## src/rtl/uart_debug_bridge.sv

```systemverilog
// ---------------------------------------------------------------------------
// uart_debug_bridge
//
// Byte-level command parser that sits between a UART receiver/transmitter
// pair and the system debug memory port. A host reads or writes 32-bit words
// on the system bus with short binary commands:
//
//   Read : 'R' a0 a1 a2 a3           -> response d0 d1 d2 d3 (load, LSB first)
//   Write: 'W' a0 a1 a2 a3 s0 s1 s2 s3 -> response 'K'
//   Other command byte                -> response '?'
//
// Address and store bytes are little-endian (first byte is bits [7:0]).
//
// Handshakes:
//   rx side : rx_valid is a one-cycle strobe with no backpressure. A byte seen
//             in IDLE/ADDR/DATA is consumed in that cycle; a byte seen in
//             MEM/RESP is dropped and sets the sticky err_overrun flag.
//   tx side : valid/ready. tx_valid stays high and tx_data stays stable until
//             the cycle tx_ready is also high; exactly one byte moves on every
//             cycle with tx_valid & tx_ready.
//   dbg side: dbg_read/dbg_write are held, with dbg_addr/dbg_store stable,
//             until dbg_done is sampled high; dbg_load is valid in that cycle.
//
// Ports:
//   clk, rst             clock, asynchronous active-high reset
//   rx_valid, rx_data    received byte strobe and data
//   tx_valid, tx_data,   response byte stream to the UART transmitter
//   tx_ready
//   dbg_read, dbg_write  memory request to the debug port
//   dbg_addr, dbg_store  request address and write data
//   dbg_load, dbg_done   read data and completion strobe from the debug port
//   busy                 a command is in progress (state != IDLE)
//   err_overrun          sticky: a byte arrived while it could not be taken
//   fsm_state            current parser state, for observation
// ---------------------------------------------------------------------------
module uart_debug_bridge #(
  parameter int          TIMEOUT_CYCLES = 1000000,
  parameter logic [7:0]  CMD_READ       = 8'h52,
  parameter logic [7:0]  CMD_WRITE      = 8'h57
) (
  input  logic        clk,
  input  logic        rst,
  input  logic        rx_valid,
  input  logic [7:0]  rx_data,
  output logic        tx_valid,
  output logic [7:0]  tx_data,
  input  logic        tx_ready,
  output logic        dbg_read,
  output logic        dbg_write,
  output logic [31:0] dbg_addr,
  output logic [31:0] dbg_store,
  input  logic [31:0] dbg_load,
  input  logic        dbg_done,
  output logic        busy,
  output logic        err_overrun,
  output logic [2:0]  fsm_state
);

  // Parser states
  localparam logic [2:0] S_IDLE = 3'd0;
  localparam logic [2:0] S_ADDR = 3'd1;
  localparam logic [2:0] S_DATA = 3'd2;
  localparam logic [2:0] S_MEM  = 3'd3;
  localparam logic [2:0] S_RESP = 3'd4;

  // Response kinds
  localparam logic [1:0] RK_READ  = 2'd0;
  localparam logic [1:0] RK_WRITE = 2'd1;
  localparam logic [1:0] RK_ERR   = 2'd2;

  localparam logic [7:0] BYTE_OK  = 8'h4B;
  localparam logic [7:0] BYTE_ERR = 8'h3F;

  // Timer must be able to hold TIMEOUT_CYCLES-1.
  localparam int TW = (TIMEOUT_CYCLES > 2) ? $clog2(TIMEOUT_CYCLES) : 1;
  localparam logic [TW-1:0] TIMER_LAST = TW'(TIMEOUT_CYCLES - 1);

  logic [2:0]    r_state;
  logic          r_op_write;
  logic [1:0]    r_resp_kind;
  logic [1:0]    r_byte_cnt;
  logic [31:0]   r_addr;
  logic [31:0]   r_store;
  logic [31:0]   r_load;
  logic [TW-1:0] r_timer;
  logic          r_overrun;

  logic [7:0]    w_tx_byte;
  logic          w_tx_last;
  logic          w_rx_blocked;

  // A byte cannot be taken while a request or response is in flight.
  assign w_rx_blocked = (r_state == S_MEM) || (r_state == S_RESP);

  // Response byte selection; read data goes out LSB first.
  always_comb begin
    w_tx_byte = 8'h00;
    w_tx_last = 1'b1;
    case (r_resp_kind)
      RK_READ: begin
        w_tx_byte = r_load[{r_byte_cnt, 3'b000} +: 8];
        w_tx_last = (r_byte_cnt == 2'd3);
      end
      RK_WRITE: w_tx_byte = BYTE_OK;
      default:  w_tx_byte = BYTE_ERR;
    endcase
  end

  always_ff @(posedge clk or posedge rst) begin
    if (rst) begin
      r_state     <= S_IDLE;
      r_op_write  <= 1'b0;
      r_resp_kind <= RK_READ;
      r_byte_cnt  <= 2'd0;
      r_addr      <= 32'h0;
      r_store     <= 32'h0;
      r_load      <= 32'h0;
      r_timer     <= '0;
      r_overrun   <= 1'b0;
    end else begin
      if (rx_valid && w_rx_blocked) begin
        r_overrun <= 1'b1;
      end

      case (r_state)
        S_IDLE: begin
          r_timer    <= '0;
          r_byte_cnt <= 2'd0;
          if (rx_valid) begin
            if (rx_data == CMD_READ) begin
              r_op_write <= 1'b0;
              r_state    <= S_ADDR;
            end else if (rx_data == CMD_WRITE) begin
              r_op_write <= 1'b1;
              r_state    <= S_ADDR;
            end else begin
              r_resp_kind <= RK_ERR;
              r_state     <= S_RESP;
            end
          end
        end

        S_ADDR: begin
          // A byte on the expiry cycle wins over the timeout.
          if (rx_valid) begin
            r_timer                          <= '0;
            r_addr[{r_byte_cnt, 3'b000} +: 8] <= rx_data;
            r_byte_cnt                       <= r_byte_cnt + 2'd1;
            if (r_byte_cnt == 2'd3) begin
              r_state <= r_op_write ? S_DATA : S_MEM;
            end
          end else if (r_timer == TIMER_LAST) begin
            r_timer    <= '0;
            r_byte_cnt <= 2'd0;
            r_state    <= S_IDLE;
          end else begin
            r_timer <= r_timer + 1'b1;
          end
        end

        S_DATA: begin
          if (rx_valid) begin
            r_timer                           <= '0;
            r_store[{r_byte_cnt, 3'b000} +: 8] <= rx_data;
            r_byte_cnt                        <= r_byte_cnt + 2'd1;
            if (r_byte_cnt == 2'd3) begin
              r_state <= S_MEM;
            end
          end else if (r_timer == TIMER_LAST) begin
            r_timer    <= '0;
            r_byte_cnt <= 2'd0;
            r_state    <= S_IDLE;
          end else begin
            r_timer <= r_timer + 1'b1;
          end
        end

        S_MEM: begin
          // No timeout here: the bus is trusted to complete eventually.
          r_timer <= '0;
          if (dbg_done) begin
            if (!r_op_write) begin
              r_load <= dbg_load;
            end
            r_resp_kind <= r_op_write ? RK_WRITE : RK_READ;
            r_byte_cnt  <= 2'd0;
            r_state     <= S_RESP;
          end
        end

        S_RESP: begin
          r_timer <= '0;
          if (tx_ready) begin
            if (w_tx_last) begin
              r_byte_cnt <= 2'd0;
              r_state    <= S_IDLE;
            end else begin
              r_byte_cnt <= r_byte_cnt + 2'd1;
            end
          end
        end

        default: begin
          r_state    <= S_IDLE;
          r_byte_cnt <= 2'd0;
          r_timer    <= '0;
        end
      endcase
    end
  end

  assign tx_valid    = (r_state == S_RESP);
  assign tx_data     = (r_state == S_RESP) ? w_tx_byte : 8'h00;
  assign dbg_read    = (r_state == S_MEM) && !r_op_write;
  assign dbg_write   = (r_state == S_MEM) &&  r_op_write;
  assign dbg_addr    = r_addr;
  assign dbg_store   = r_store;
  assign busy        = (r_state != S_IDLE);
  assign err_overrun = r_overrun;
  assign fsm_state   = r_state;

endmodule

```

## config.mk

```make
export PLATFORM = sky130hd
export DESIGN_NAME = uart_debug_bridge
export DESIGN_NICKNAME = d
export VERILOG_FILES = /design/src/rtl/uart_debug_bridge.sv
export SDC_FILE = /design/constraint.sdc
export NUM_CORES = 1
export LEC_CHECK = 0
export ABC_CLOCK_PERIOD_IN_PS = 3670
export CAP_MARGIN = 20
export CORE_ASPECT_RATIO = 1.75
export CORE_MARGIN = 5
export CORE_UTILIZATION = 48
export DETAILED_ROUTE_END_ITERATION = 8
export DONT_BUFFER_PORTS = 1
export PLACE_DENSITY_LB_ADDON = 0.05
export RECOVER_POWER = 25
export SLEW_MARGIN = 40
export SYNTH_ARGS = -nofsm -noshare
export SYNTH_HDL_FRONTEND = slang
export SYNTH_SLANG_ARGS = --single-unit
export TNS_END_PERCENT = 10
```

## constraint.sdc

```tcl
create_clock -name clk -period 3.67 [get_ports clk]
set_input_delay 0.5505 -clock clk [delete_from_list [all_inputs] [get_ports clk]]
set_output_delay 0.5505 -clock clk [all_outputs]
set_load 0.03 [all_outputs]
```

Word-level counts from Yosys, hierarchy flattened
Index checks and enable logic that the tools add are counted.
{"block": "op_classes", "eq_ne": 18, "n_reduce_logical": 18, "shifts": 3, "bitwise_logic": 1, "addsub": 3, "muxes": 35}
{"op": "$bwmux W32", "n": 2}
{"op": "$mux W20", "n": 3}
{"op": "$mux W3", "n": 11}
{"op": "$shift A8 B7 Y32 const A", "n": 1}
{"op": "$shiftx A32 B6 Y8", "n": 1}
{"op": "$shiftx A8 B7 Y32", "n": 1}
{"op": "$add A20 B1 Y20 const B", "n": 1}
{"op": "$eq A20 B20 Y1 const B", "n": 1}
{"op": "$mux W2", "n": 9}
{"op": "$eq A8 B7 Y1 const B", "n": 2}
{"op": "$pmux W8 S2", "n": 1}
{"op": "$pmux W3 S5", "n": 1}
{"op": "$reduce_and A3 Y1", "n": 3}
{"op": "$mux W8", "n": 1}
{"op": "$ne A2 B2 Y1 const B", "n": 4}
{"op": "$neg A5 Y7", "n": 1}
{"op": "$eq A3 B2 Y1 const B", "n": 2}
{"op": "$ne A3 B3 Y1 const B", "n": 2}
{"op": "$pmux W2 S3", "n": 1}
{"op": "$reduce_and A6 Y1", "n": 1}
{"op": "$mux W1", "n": 5}
{"op": "$reduce_and A5 Y1", "n": 1}
{"op": "$ne A2 B1 Y1 const B", "n": 2}
{"op": "$pmux W2 S2", "n": 1}
{"op": "16 further kinds", "n": 20}
{"block": "totals", "regBits": 125, "input_bits": 45, "elab_cells": 87}

Longest topological paths before layout
{"block": "logic_depth", "word_depth": 5, "mapped_depth": 7}

Least setup slack after synthesis
OpenSTA, ideal clock, no wires.
{"block": "synth_timing", "kind": "reg2out", "from": "register r_state[1] (netlist: fsm_state[1])", "to": "output tx_data[6]", "stages_incl_launch_ff": 5, "t_required_ns": 3.119, "slack_ns": 1.232, "arrival_time_ns": 1.887, "path_cell_list": "dfrtp_1 > buf_6 > or3b_1 > buf_2 > nor3_1"}
{"block": "synth_between", "elab_chain_cells": 2}
{"item": "from (decl)", "line": "78", "source": "logic [2:0] r_state;"}
{"item": "from (signal assigned)", "line": "150", "source": "r_state <= r_op_write ? S_DATA : S_MEM;"}
{"item": "$eq A3 B3 Y1", "line": "213", "source": "assign tx_data = (r_state == S_RESP) ? w_tx_byte : 8'h00;"}
{"item": "$mux W8", "line": "213"}
{"item": "to (decl)", "line": "46", "source": "output logic [7:0] tx_data,"}
No other way between the ends.

Worst setup path in the final report
{"block": "layout_timing", "from": "register r_state[0] (netlist: fsm_state[0])", "to": "output tx_data[7]"}
The elaborated chain is that of the path after synthesis.

==> flow_metrics.tcl <==
set metrics [dict create \
    htreeDepth 4 \
    gp_congestion 0.7745 \
    tightestPinTransition_ps 676.6 \
    via_per_inst 5.555 \
    syn_nets 521 \
    fin_area_um2 6352 \
    drtIter0Drc 114 \
    wl_per_cell_um 20.22 \
    synth_cells 470 \
    wl_met2_um 6838 \
    r2r_end "fsm_state[0]" \
    die_y_um 152.9 \
    io_pins 125 \
    gr-usage-all-layers_pct 18.94 \
    fin_nets 530 \
    synthTopCellsByCount "125 x dfrtp_1, 77 x mux2_2, 61 x nor2_1" \
    dieWidth_um 91.68 \
    final_max_slew_viol_count 0 \
    wl_met1_um 4638 \
    yosysTopAreaCell "dfrtp_1" \
    grt_max_degree 126 \
    cts_sinks 125 \
    max_cap_viol_count 0 \
    yosys.area.top_type_share_pct 55.82 \
    cp_max_fo 14 \
    setup_viol 0 \
    critPathLaunchType "register" \
    synth_async_sr_flop_share_pct 100.0 \
    synthFlopType "dfrtp_1" \
    coreArea_um2 11520 \
    cts_buffer_depth 2 \
    wirelength_um 12680 \
    clock_skew_ps 9.906 \
    cts_buffers 17 \
    cp_cell_sequence "or3b_1, or3_4, nor2b_1" \
    syn2layout_area_growth_pct 13.35 \
    met3WireLength_um 984 \
    dp_hpwl_um 9184 \
    max-vdd-ir-drop_uv 451.0 \
    dpl.cell_count 595 \
    status "finished clean" \
    initial_utilization_pct 48.66 \
    die_area_um2 14020 \
    antenna_found_initial 0 \
    clock.fmax_mhz 316.1 \
    grt_pass1_wl_um 20660 \
    syn_area_per_cell_um2 11.92 \
    yosysWarningCount 0 \
    synth-seq-area-share_pct 55.82 \
    dpl_cell_area_um2 5757 \
    yosysMostFrequentCell "dfrtp_1" \
    n_antenna_cell 0 \
    rsz0062_at_grt "no" \
    synth_area_um2 5604 \
    grt_remaining_overflow 0 \
    path_class "register to output port" \
    tns_ps 0 \
    cts_setup_buffers 0 \
    finalCritPeriodShare_pct 86.20 \
    power_density_nw_per_um2 595.6 \
    drive_gt1_share_pct 26.83 \
    hold_class "input port to asynchronous set/reset pin" \
    final_antenna_net_count 0 \
    max_stage_delay_ps 650 \
    cts_tree "built" \
    pre_cts_slack_ps 910.1 \
    r2r_slack_ps 1390 \
    cp.required_ps 3120 \
    row_count 52 \
    clk_latency_ps 410 \
    slew_headroom_pct 54.89 \
    crit_slowest_cell "or3b_1" \
    ys_ff_latch 125 \
    endpoint_kind "output port" \
    vias 3483 \
    route.detailed.drc 0 \
    crit_buf_inv 0 \
    io_buffers 0 \
    setup_slack_ps 506.4 \
    grt_pass1_vias 3771 \
    ys_top_cells_by_area "dfrtp_1 56%, mux2_2 15%, nor2_1 4.1%" \
    cts_root_buf "clkbuf_16" \
    hold_violations 0 \
    period_needed_ps 3164 \
    stdcell_count 627 \
    topRoutingLayerUsed "met4" \
    clk_pin_slew_ps 60 \
    synth_edf_count 0 \
    p_leak_nw 2.951 \
    cts_hold_buf 0 \
    r2r_start "fsm_state[0]" \
    critPathArrivalTime_ps 2610 \
    dr.pass1.iters 4 \
    synth_cell_types 47 \
    ff2ff_path_depth 5 \
    cp_top_family "simple AND/OR/NAND/NOR gates" \
    post_cts_resized 0 \
]
## routing by layer
layer,vias to the layer above,global-route usage [%]
li1,1644,-
met3,12,7.427
met5,-,0
met1,1731,19.92
met2,96,33.69
met4,0,6.978
## power breakdown
group	internal (W)	switching, W
sequential	0.00147	0.000256
combinational	0.0000919	0.000287
clock	0.00103	0.000640
total	0.00260	0.00118
## cell families after synthesis
family	share of synthesized area, %
muxes	19.65
DFF	55.82
AOI/OAI and AO/OA	4.175
xor gates and xnor gates	3.126
buffers and inverters	2.076
adders and majority gates	1.340
and+or+nand+nor	13.82
## registers in the layout (all words and copies together), names as in the netlist
name         cells
r_resp_kind      2
dbg_addr        32
r_byte_cnt       2
r_op_write       1
r_timer         20
dbg_store       32
r_load          32
err_overrun      1
fsm_state        3
## through the flow
step / total power (W) / utilization [%] / hold slack (ps)
floorplan: 0.002050 / - / 447.6
global placement: 0.002136 / 49.99 / 463.5
detailed placement: 0.002149 / 49.99 / 472.2
CTS: 0.003839 / 55.17 / 240.6
global route: 0.003947 / 55.16 / 252.5
finish: 0.003784 / 55.16 / 231.0
## layout by cell type, fill, tap and decap left out, types with 6 or more instances in the layout
master / count
xor2_1: 14
nand3_1: 11
inv_1: 10
xnor2_1: 6
ha_1: 6
nand2_1: 53
nand2b_1: 10
nor3_1: 8
mux4_2: 8
clkbuf_16: 17
nor2_1: 61
mux2_2: 77
o21ai_0: 19
dfrtp_1: 124
## worst max path at each step
stage / from / to / slack [ps] / cells past startpoint
2_1_floorplan: fsm_state[1] / tx_data[6] / 1230 / 4
3_3_place_gp: fsm_state[0] / tx_data[7] / 930 / 3
3_5_place_dp: fsm_state[0] / tx_data[7] / 910 / 3
4_1_cts: fsm_state[0] / tx_data[7] / 460 / 3
5_1_grt: fsm_state[0] / tx_data[7] / 390 / 3
6_report: fsm_state[0] / tx_data[7] / 510 / 3
## final cells by class
cell class              count  area [um^2]
clock buffers              19        442.9
repair buffers              5        50.05
clock inverters            13        153.9
fillers                  1007         5164
multi-input cells         319         2365
flip-flops and latches    125         3129
inverters                  11        42.54
well taps                 135        168.9
No activity file was read; power rests on OpenSTA's default activity.
